<file path="src/rtl/bram_stream_ctrl.sv">
// Single-port BRAM controller: burst reader (word -> narrow beats) and wide-word writer,
// arbitrated by an IDLE/RD/WR FSM. Define BRAM_CTRL_MSB_FIRST_EN for MSB-slice-first order.
module bram_stream_ctrl #(
    parameter int unsigned ADDR_W  = 13,
    parameter int unsigned BRAM_DW = 32,
    parameter int unsigned WR_DW   = 512,
    parameter int unsigned RD_DW   = 8,
    parameter int unsigned RD_LAT  = 1
) (
    input  logic                 clk_i,
    input  logic                 rst_i,
    input  logic                 rd_start_i,
    input  logic [ADDR_W-1:0]    rd_base_i,
    input  logic [ADDR_W-1:0]    rd_len_i,
    output logic                 rd_valid_o,
    input  logic                 rd_ready_i,
    output logic [RD_DW-1:0]     rd_data_o,
    output logic                 rd_last_o,
    output logic                 rd_busy_o,
    input  logic                 wr_valid_i,
    output logic                 wr_ready_o,
    input  logic [WR_DW-1:0]     wr_data_i,
    input  logic [ADDR_W-1:0]    wr_base_i,
    output logic                 wr_done_o,
    output logic [ADDR_W-1:0]    bram_addr_o,
    output logic                 bram_en_o,
    output logic [BRAM_DW/8-1:0] bram_we_o,
    output logic [BRAM_DW-1:0]   bram_din_o,
    input  logic [BRAM_DW-1:0]   bram_dout_i
);

`ifdef BRAM_CTRL_MSB_FIRST_EN
    localparam bit MsbFirst = 1'b1;
`else
    localparam bit MsbFirst = 1'b0;
`endif

    localparam int unsigned BEATS  = BRAM_DW / RD_DW;
    localparam int unsigned NWR    = WR_DW / BRAM_DW;
    localparam int unsigned DEPTH  = RD_LAT + 1;
    localparam int unsigned BIDX_W = (BEATS > 1) ? $clog2(BEATS) : 1;
    localparam int unsigned WIDX_W = (NWR > 1) ? $clog2(NWR) : 1;
    localparam int unsigned PTR_W  = (DEPTH > 1) ? $clog2(DEPTH) : 1;
    localparam int unsigned CNT_W  = $clog2(DEPTH + 1) + 1;

    typedef enum logic [1:0] {StIdle, StRd, StWr} state_e;

    state_e                state_q;
    logic                  bram_en_q;
    logic [BRAM_DW/8-1:0]  bram_we_q;
    logic [ADDR_W-1:0]     bram_addr_q;
    logic [BRAM_DW-1:0]    bram_din_q;
    logic                  wr_done_q;

    // Reader state: fetch side, latency pipe, word FIFO and unpack register.
    logic [ADDR_W-1:0]     fetch_addr_q;
    logic [ADDR_W-1:0]     fetch_left_q;
    logic [ADDR_W-1:0]     pop_left_q;
    logic [CNT_W-1:0]      cnt_q;
    logic [RD_LAT-1:0]     lat_sr_q;
    logic [BRAM_DW-1:0]    fifo_q [DEPTH];
    logic [PTR_W-1:0]      fifo_wp_q;
    logic [PTR_W-1:0]      fifo_rp_q;
    logic [CNT_W-1:0]      fifo_cnt_q;
    logic [BRAM_DW-1:0]    out_word_q;
    logic                  out_vld_q;
    logic                  out_last_word_q;
    logic [BIDX_W-1:0]     beat_idx_q;

    // Writer state.
    logic [WR_DW-1:0]      wr_sr_q;
    logic [WIDX_W-1:0]     wr_idx_q;

    logic rd_issue, capture, last_beat, beat_acc, out_free, pop, issue;

    function automatic logic [BRAM_DW-1:0] wr_head(input logic [WR_DW-1:0] w);
        return MsbFirst ? w[WR_DW-1 -: BRAM_DW] : w[BRAM_DW-1:0];
    endfunction

    function automatic logic [WR_DW-1:0] wr_next(input logic [WR_DW-1:0] w);
        return MsbFirst ? (w << BRAM_DW) : (w >> BRAM_DW);
    endfunction

    assign rd_issue  = bram_en_q && !(|bram_we_q);
    assign capture   = lat_sr_q[RD_LAT-1];
    assign last_beat = (beat_idx_q == BIDX_W'(BEATS - 1));
    assign beat_acc  = out_vld_q && rd_ready_i;
    assign out_free  = !out_vld_q || (beat_acc && last_beat);
    assign pop       = (state_q == StRd) && out_free && (fifo_cnt_q != '0);
    // cnt_q counts FIFO words plus reads in flight; a word leaving for the unpack
    // register frees its credit in the same cycle.
    assign issue     = (state_q == StRd) && (fetch_left_q != '0) &&
                       ((cnt_q - CNT_W'(pop)) < CNT_W'(DEPTH));

    assign rd_valid_o  = out_vld_q;
    assign rd_data_o   = MsbFirst ? out_word_q[BRAM_DW-1 -: RD_DW] : out_word_q[RD_DW-1:0];
    assign rd_last_o   = out_vld_q && out_last_word_q && last_beat;
    assign rd_busy_o   = (state_q == StRd);
    assign wr_ready_o  = (state_q == StIdle) && !rd_start_i && !rst_i;
    assign wr_done_o   = wr_done_q;
    assign bram_addr_o = bram_addr_q;
    assign bram_en_o   = bram_en_q;
    assign bram_we_o   = bram_we_q;
    assign bram_din_o  = bram_din_q;

    always_ff @(posedge clk_i) begin
        if (rst_i) begin
            state_q         <= StIdle;
            bram_en_q       <= 1'b0;
            bram_we_q       <= '0;
            bram_addr_q     <= '0;
            bram_din_q      <= '0;
            wr_done_q       <= 1'b0;
            fetch_addr_q    <= '0;
            fetch_left_q    <= '0;
            pop_left_q      <= '0;
            cnt_q           <= '0;
            lat_sr_q        <= '0;
            for (int i = 0; i < int'(DEPTH); i++) fifo_q[i] <= '0;
            fifo_wp_q       <= '0;
            fifo_rp_q       <= '0;
            fifo_cnt_q      <= '0;
            out_word_q      <= '0;
            out_vld_q       <= 1'b0;
            out_last_word_q <= 1'b0;
            beat_idx_q      <= '0;
            wr_sr_q         <= '0;
            wr_idx_q        <= '0;
        end else begin
            wr_done_q <= 1'b0;
            lat_sr_q  <= RD_LAT'({lat_sr_q, rd_issue});

            if (capture) begin
                fifo_q[fifo_wp_q] <= bram_dout_i;
                fifo_wp_q <= (fifo_wp_q == PTR_W'(DEPTH - 1)) ? '0 : fifo_wp_q + PTR_W'(1);
            end
            if (pop) begin
                fifo_rp_q <= (fifo_rp_q == PTR_W'(DEPTH - 1)) ? '0 : fifo_rp_q + PTR_W'(1);
            end
            fifo_cnt_q <= fifo_cnt_q + CNT_W'(capture) - CNT_W'(pop);

            unique case (state_q)
                StIdle: begin
                    bram_en_q <= 1'b0;
                    bram_we_q <= '0;
                    if (rd_start_i) begin
                        state_q    <= StRd;
                        pop_left_q <= rd_len_i;
                        if (rd_len_i != '0) begin
                            // First fetch goes out with the state change.
                            bram_en_q    <= 1'b1;
                            bram_addr_q  <= rd_base_i;
                            fetch_addr_q <= rd_base_i + ADDR_W'(1);
                            fetch_left_q <= rd_len_i - ADDR_W'(1);
                            cnt_q        <= CNT_W'(1);
                        end else begin
                            fetch_left_q <= '0;
                            cnt_q        <= '0;
                        end
                    end else if (wr_valid_i) begin
                        state_q     <= StWr;
                        bram_en_q   <= 1'b1;
                        bram_we_q   <= '1;
                        bram_addr_q <= wr_base_i;
                        bram_din_q  <= wr_head(wr_data_i);
                        wr_sr_q     <= wr_next(wr_data_i);
                        wr_idx_q    <= '0;
                    end
                end

                StRd: begin
                    bram_en_q <= issue;
                    bram_we_q <= '0;
                    if (issue) begin
                        bram_addr_q  <= fetch_addr_q;
                        fetch_addr_q <= fetch_addr_q + ADDR_W'(1);
                        fetch_left_q <= fetch_left_q - ADDR_W'(1);
                    end
                    cnt_q <= cnt_q + CNT_W'(issue) - CNT_W'(pop);

                    if (pop) begin
                        out_word_q      <= fifo_q[fifo_rp_q];
                        out_vld_q       <= 1'b1;
                        beat_idx_q      <= '0;
                        out_last_word_q <= (pop_left_q == ADDR_W'(1));
                        pop_left_q      <= pop_left_q - ADDR_W'(1);
                    end else if (beat_acc) begin
                        if (last_beat) begin
                            out_vld_q <= 1'b0;
                        end else begin
                            beat_idx_q <= beat_idx_q + BIDX_W'(1);
                            out_word_q <= MsbFirst ? (out_word_q << RD_DW) : (out_word_q >> RD_DW);
                        end
                    end

                    // Second term only fires for a zero-length burst.
                    if ((beat_acc && rd_last_o) || (pop_left_q == '0 && !out_vld_q)) begin
                        state_q <= StIdle;
                    end
                end

                StWr: begin
                    if (wr_idx_q == WIDX_W'(NWR - 1)) begin
                        state_q   <= StIdle;
                        bram_en_q <= 1'b0;
                        bram_we_q <= '0;
                        wr_done_q <= 1'b1;
                    end else begin
                        bram_addr_q <= bram_addr_q + ADDR_W'(1);
                        bram_din_q  <= wr_head(wr_sr_q);
                        wr_sr_q     <= wr_next(wr_sr_q);
                        wr_idx_q    <= wr_idx_q + WIDX_W'(1);
                    end
                end

                default: state_q <= StIdle;
            endcase
        end
    end

endmodule
</file>
<file path="config.mk">
export PLATFORM = sky130hd
export DESIGN_NAME = bram_stream_ctrl
export DESIGN_NICKNAME = d
export VERILOG_FILES = /design/src/rtl/bram_stream_ctrl.sv
export SDC_FILE = /design/constraint.sdc
export NUM_CORES = 2
export LEC_CHECK = 0
export ABC_AREA = 1
export CAP_MARGIN = 30
export CELL_PAD_IN_SITES_DETAIL_PLACEMENT = 2
export CELL_PAD_IN_SITES_GLOBAL_PLACEMENT = 2
export CORE_AREA = 2 2 343 345
export CTS_CLUSTER_SIZE = 12
export DETAILED_ROUTE_END_ITERATION = 6
export DIE_AREA = 0 0 345 347
export GPL_TIMING_DRIVEN = 1
export PLACE_DENSITY_LB_ADDON = 0.1
export RECOVER_POWER = 100
export SETUP_SLACK_MARGIN = 0.4
export SLEW_MARGIN = 25
export SYNTH_ARGS = -nofsm -noshare
export SYNTH_HDL_FRONTEND = slang
export SYNTH_SLANG_ARGS = --single-unit
</file>
<file path="constraint.sdc">
create_clock -name clk_i -period 3.3 [get_ports clk_i]
set_input_delay 0.495 -clock clk_i [delete_from_list [all_inputs] [get_ports clk_i]]
set_output_delay 0.495 -clock clk_i [all_outputs]
set_load 0.01 [all_outputs]
</file>
==> flow_metrics.tcl <==
set metrics [dict create \
    finClkSkew_ps 20.1 \
    grt_start_max_net_pins 222 \
    hold_viol_final 0 \
    crit_path_end_kind "flop" \
    cts.sinks 683 \
    clock_tree.root_cell "sky130_fd_sc_hd__clkbuf_16" \
    placement.io_buffers 650 \
    timing.hold.worst.class "in -> reg" \
    wirelength_met1_mm 58.4 \
    yosys.area.top_type "sky130_fd_sc_hd__dfxtp_1" \
    timing.max_cap.violations 3 \
    detailroute.wirelength.met3_mm 7.40 \
    area_growth_from_synthesis_to_final_layout_pct 34.6 \
    yosys.area_share.xor_xnor 0.00758 \
    postCtsHoldBufs 0 \
    gp_congestion 0.820 \
    synth_cell_type_count 47 \
    synthMostInstantiatedCell "sky130_fd_sc_hd__nand2_1" \
    post_drt_wl_per_cell_um 22.0 \
    synth.top_cells.by_count "sky130_fd_sc_hd__nand2_1 (1,305), sky130_fd_sc_hd__dfxtp_1 (619), sky130_fd_sc_hd__a31oi_1 (505)" \
    synthAdderAreaFrac 0.00842 \
    worst_ep_required_time_ps 3810 \
    post_synthesis_compound_gate_area_fraction 0.222 \
    most_common_flop_cell_mapped_by_yosys "sky130_fd_sc_hd__dfxtp_1" \
    rsz0062_at_grt "false" \
    cell_internal_pwr_uw 20600 \
    met2_wirelength_mm 63.2 \
    grt_pass1_vias 31359 \
    synth_top_family_by_area "compound AO/OA/AOI/OAI gates" \
    timing.critical_path.fanout_max 4 \
    max_freq_mhz 348 \
    number_of_buffers_inserted_during_clock_tree_synthesis 85 \
    layout-drive-gt1-share 0.0538 \
    setup-violations-final 0 \
    yosys_warnings 0 \
    swShare 0.407 \
    drc_errors 0 \
    floorplan.die.width_um 345 \
    highest_metal_used "met5" \
    overall_die_area_mm2 0.120 \
    vdd.ir_drop.worst_uv 526 \
    final_period_minus_worst_setup_slack_ps 2870 \
    first_pass_grt_wire_length_mm 198 \
    period_share 0.871 \
    grt_antenna_before_repair 53 \
    critical_path_class "reg -> reg" \
    start_util 0.260 \
    drtIter0Drc 1564 \
    cp.arrival_ps 3380 \
    cts_tree "yes" \
    dp.final_hpwl_mm 93.7 \
    grt-ovfl-total 0 \
    ctsLongestPathBuffers 3 \
    antenna_left 0 \
    grt_overall_usage 0.215 \
    synthDominantCellAreaShare 0.413 \
    core_region_mm2 0.116 \
    routed_wl_mm 133 \
    ioPinCount 651 \
    power_per_cell_area_mw_per_mm2 862 \
    seq_area_mm2 0.0143 \
    core.rowCount 125 \
    p_clk_frac 0.266 \
    fillerInstances 13296 \
    mappedNetlistNets 4619 \
    multi_input_comb_area_mm2 0.0137 \
    clkSlewWorstSetupHoldPaths_ps 60 \
    net-switching-power_uw 14200 \
    syn_avg_cell_area_um2 7.49 \
    route.vias.total 29913 \
    synth-edff-count 64 \
    synth.top_cells.by_area "sky130_fd_sc_hd__dfxtp_1 (41%), sky130_fd_sc_hd__nand2_1 (16%), sky130_fd_sc_hd__a31oi_1 (11%)" \
    failing_checks "capacitance limit, slew limit" \
    synth_mux_area_frac 0.0109 \
    timing.hold.ws_ps 293 \
    timing_worst_slew_pin_value_ps 1810 \
    clkLatencyLatePin_ps 670 \
    final_core_util 0.349 \
    status "complete, but fails checks" \
    postSynthRegisterBits 683 \
    drt_first_pass_iters 5 \
    design.final.nets 5079 \
    synthesis.area_mm2 0.0300 \
    timing_max_transition_violations_final 134 \
    maxSlewHeadroom -0.209 \
    comb_power_share 0.377 \
    worstSetupStartpointType "flop" \
    cts-htree-levels 3 \
    p_seq_frac 0.357 \
    netlist_instances 4012 \
    dieHeight_um 347 \
    post_drt_via_cell_ratio 4.92 \
    synth-simple-area-share 0.206 \
    sequential_to_total_area_share_from_yosys_stat 0.477 \
    static-leakage-power_uw 0.0155 \
    async_reset_ff_frac 0 \
]
==> metal layers <==
layer	track usage	vias up
li1	-	14591
met1	0.267	14448
met2	0.359	581
met3	0.0583	231
met4	0.0746	62
met5	0	-
==> metrics by stage <==
stage          instances  setup slack (ps)  TNS (ps)  instance area [µm²]  power, µW
2_1_floorplan       4012               410         0                30100      21000
3_3_place_gp        5902             -67.1      -133                37600      25800
3_5_place_dp        5902              -176      -344                37600      26100
4_1_cts             6052               411         0                40400      35700
5_1_grt             6072               224         0                40400      37600
6_report            6074               427         0                40400      34800
==> flip-flops by register name, summed over array words and instances (netlist names), 2 cells and up, named ones only <==
signal	cells
beat_idx_q	2
bram_addr_o	13
bram_din_o	32
cnt_q	3
fetch_addr_q	13
fetch_left_q	13
fifo_cnt_q	3
fifo_q	64
out_word_q	32
pop_left_q	13
state_q	2
wr_idx_q	4
wr_sr_q	480
==> power by group through the flow <==
| stage | Sequential (µW) | Combinational [µW] | Clock [µW] |
|---|---|---|---|
| floorplan | 12000 | 8980 | 0 |
| global placement | 12600 | 13300 | 0 |
| detailed placement | 12600 | 13500 | 0 |
| CTS | 12500 | 13600 | 9560 |
| global route | 12800 | 14900 | 9910 |
| finish | 12400 | 13100 | 9260 |
==> cell usage in the layout (no fill, tap or decap), types with 12 or more instances in the layout <==
cell                              instances
sky130_fd_sc_hd__nand2_1               1305
sky130_fd_sc_hd__nor2_1                 185
sky130_fd_sc_hd__buf_12                  19
sky130_fd_sc_hd__buf_4                   24
sky130_fd_sc_hd__diode_2                 16
sky130_fd_sc_hd__dlygate4sd3_1           61
sky130_fd_sc_hd__mux2_2                  29
sky130_fd_sc_hd__nand4_1                 12
sky130_fd_sc_hd__clkbuf_16               85
sky130_fd_sc_hd__edfxtp_1                64
sky130_fd_sc_hd__inv_1                  124
sky130_fd_sc_hd__dfxtp_1                615
sky130_fd_sc_hd__clkbuf_1                25
sky130_fd_sc_hd__o21ai_0                538
sky130_fd_sc_hd__a21oi_1                113
sky130_fd_sc_hd__clkbuf_8                17
sky130_fd_sc_hd__a31oi_1                505
sky130_fd_sc_hd__xor2_1                  17
sky130_fd_sc_hd__clkdlybuf4s50_1        588
sky130_fd_sc_hd__nand3_1                 60
sky130_fd_sc_hd__ha_1                    14
==> cell families after synthesis <==
| logic type | count (synthesis) |
|---|---|
| AND/OR/NAND/NOR | 1591 |
| XOR/XNOR | 26 |
| flip-flops | 683 |
| AO/OA/AOI/OAI | 1192 |
| adder cells (fa/ha/maj) | 19 |
| multiplexers | 29 |
| buffers and inverters | 472 |
==> final timing paths <==
check                from  cells past startpoint  slack, ps      endpoint
max            state_q[1]                     16        430      cnt_q[1]
min                 rst_i                      2        290     wr_done_o
max reg2reg    state_q[1]                     16        430      cnt_q[1]
min reg2reg  wr_sr_q[470]                      2        460  wr_sr_q[470]
==> repair_timing <==
| action | CTS | global route |
|---|---|---|
| gates resized for setup | 7 | 15 |
| gates cloned | 0 | 0 |
| endpoints found under the setup margin | 3 | 2 |
| pin swaps | 2 | 6 |
| setup buffers | 1 | 5 |
==> critical path, cell delays in order (launching register included) <==
cell                      delay [ps]
sky130_fd_sc_hd__dfxtp_4         370
sky130_fd_sc_hd__inv_2            40
sky130_fd_sc_hd__ha_1            240
sky130_fd_sc_hd__nand3_1         180
sky130_fd_sc_hd__nor2_4           60
sky130_fd_sc_hd__ha_4            260
sky130_fd_sc_hd__nand2_1          60
sky130_fd_sc_hd__nor3_2          210
sky130_fd_sc_hd__nand2_1         130
sky130_fd_sc_hd__ha_1            290
sky130_fd_sc_hd__inv_1            70
sky130_fd_sc_hd__ha_1            140
sky130_fd_sc_hd__inv_1            50
sky130_fd_sc_hd__fa_1            470
sky130_fd_sc_hd__inv_1            40
sky130_fd_sc_hd__nand2_1          70
sky130_fd_sc_hd__a21oi_2          50
==> final cells by class <==
class	instances	share of cell area
Antenna cell	16	0.000990
Clock buffer	122	0.0603
Clock inverter	27	0.00653
Inverter	134	0.0132
Multi-Input combinational cell	2857	0.340
Sequential cell	683	0.354
Tap cell	1524	0.0472
Timing Repair Buffer	711	0.178
Note: power is estimated with default switching activity, not from simulation.
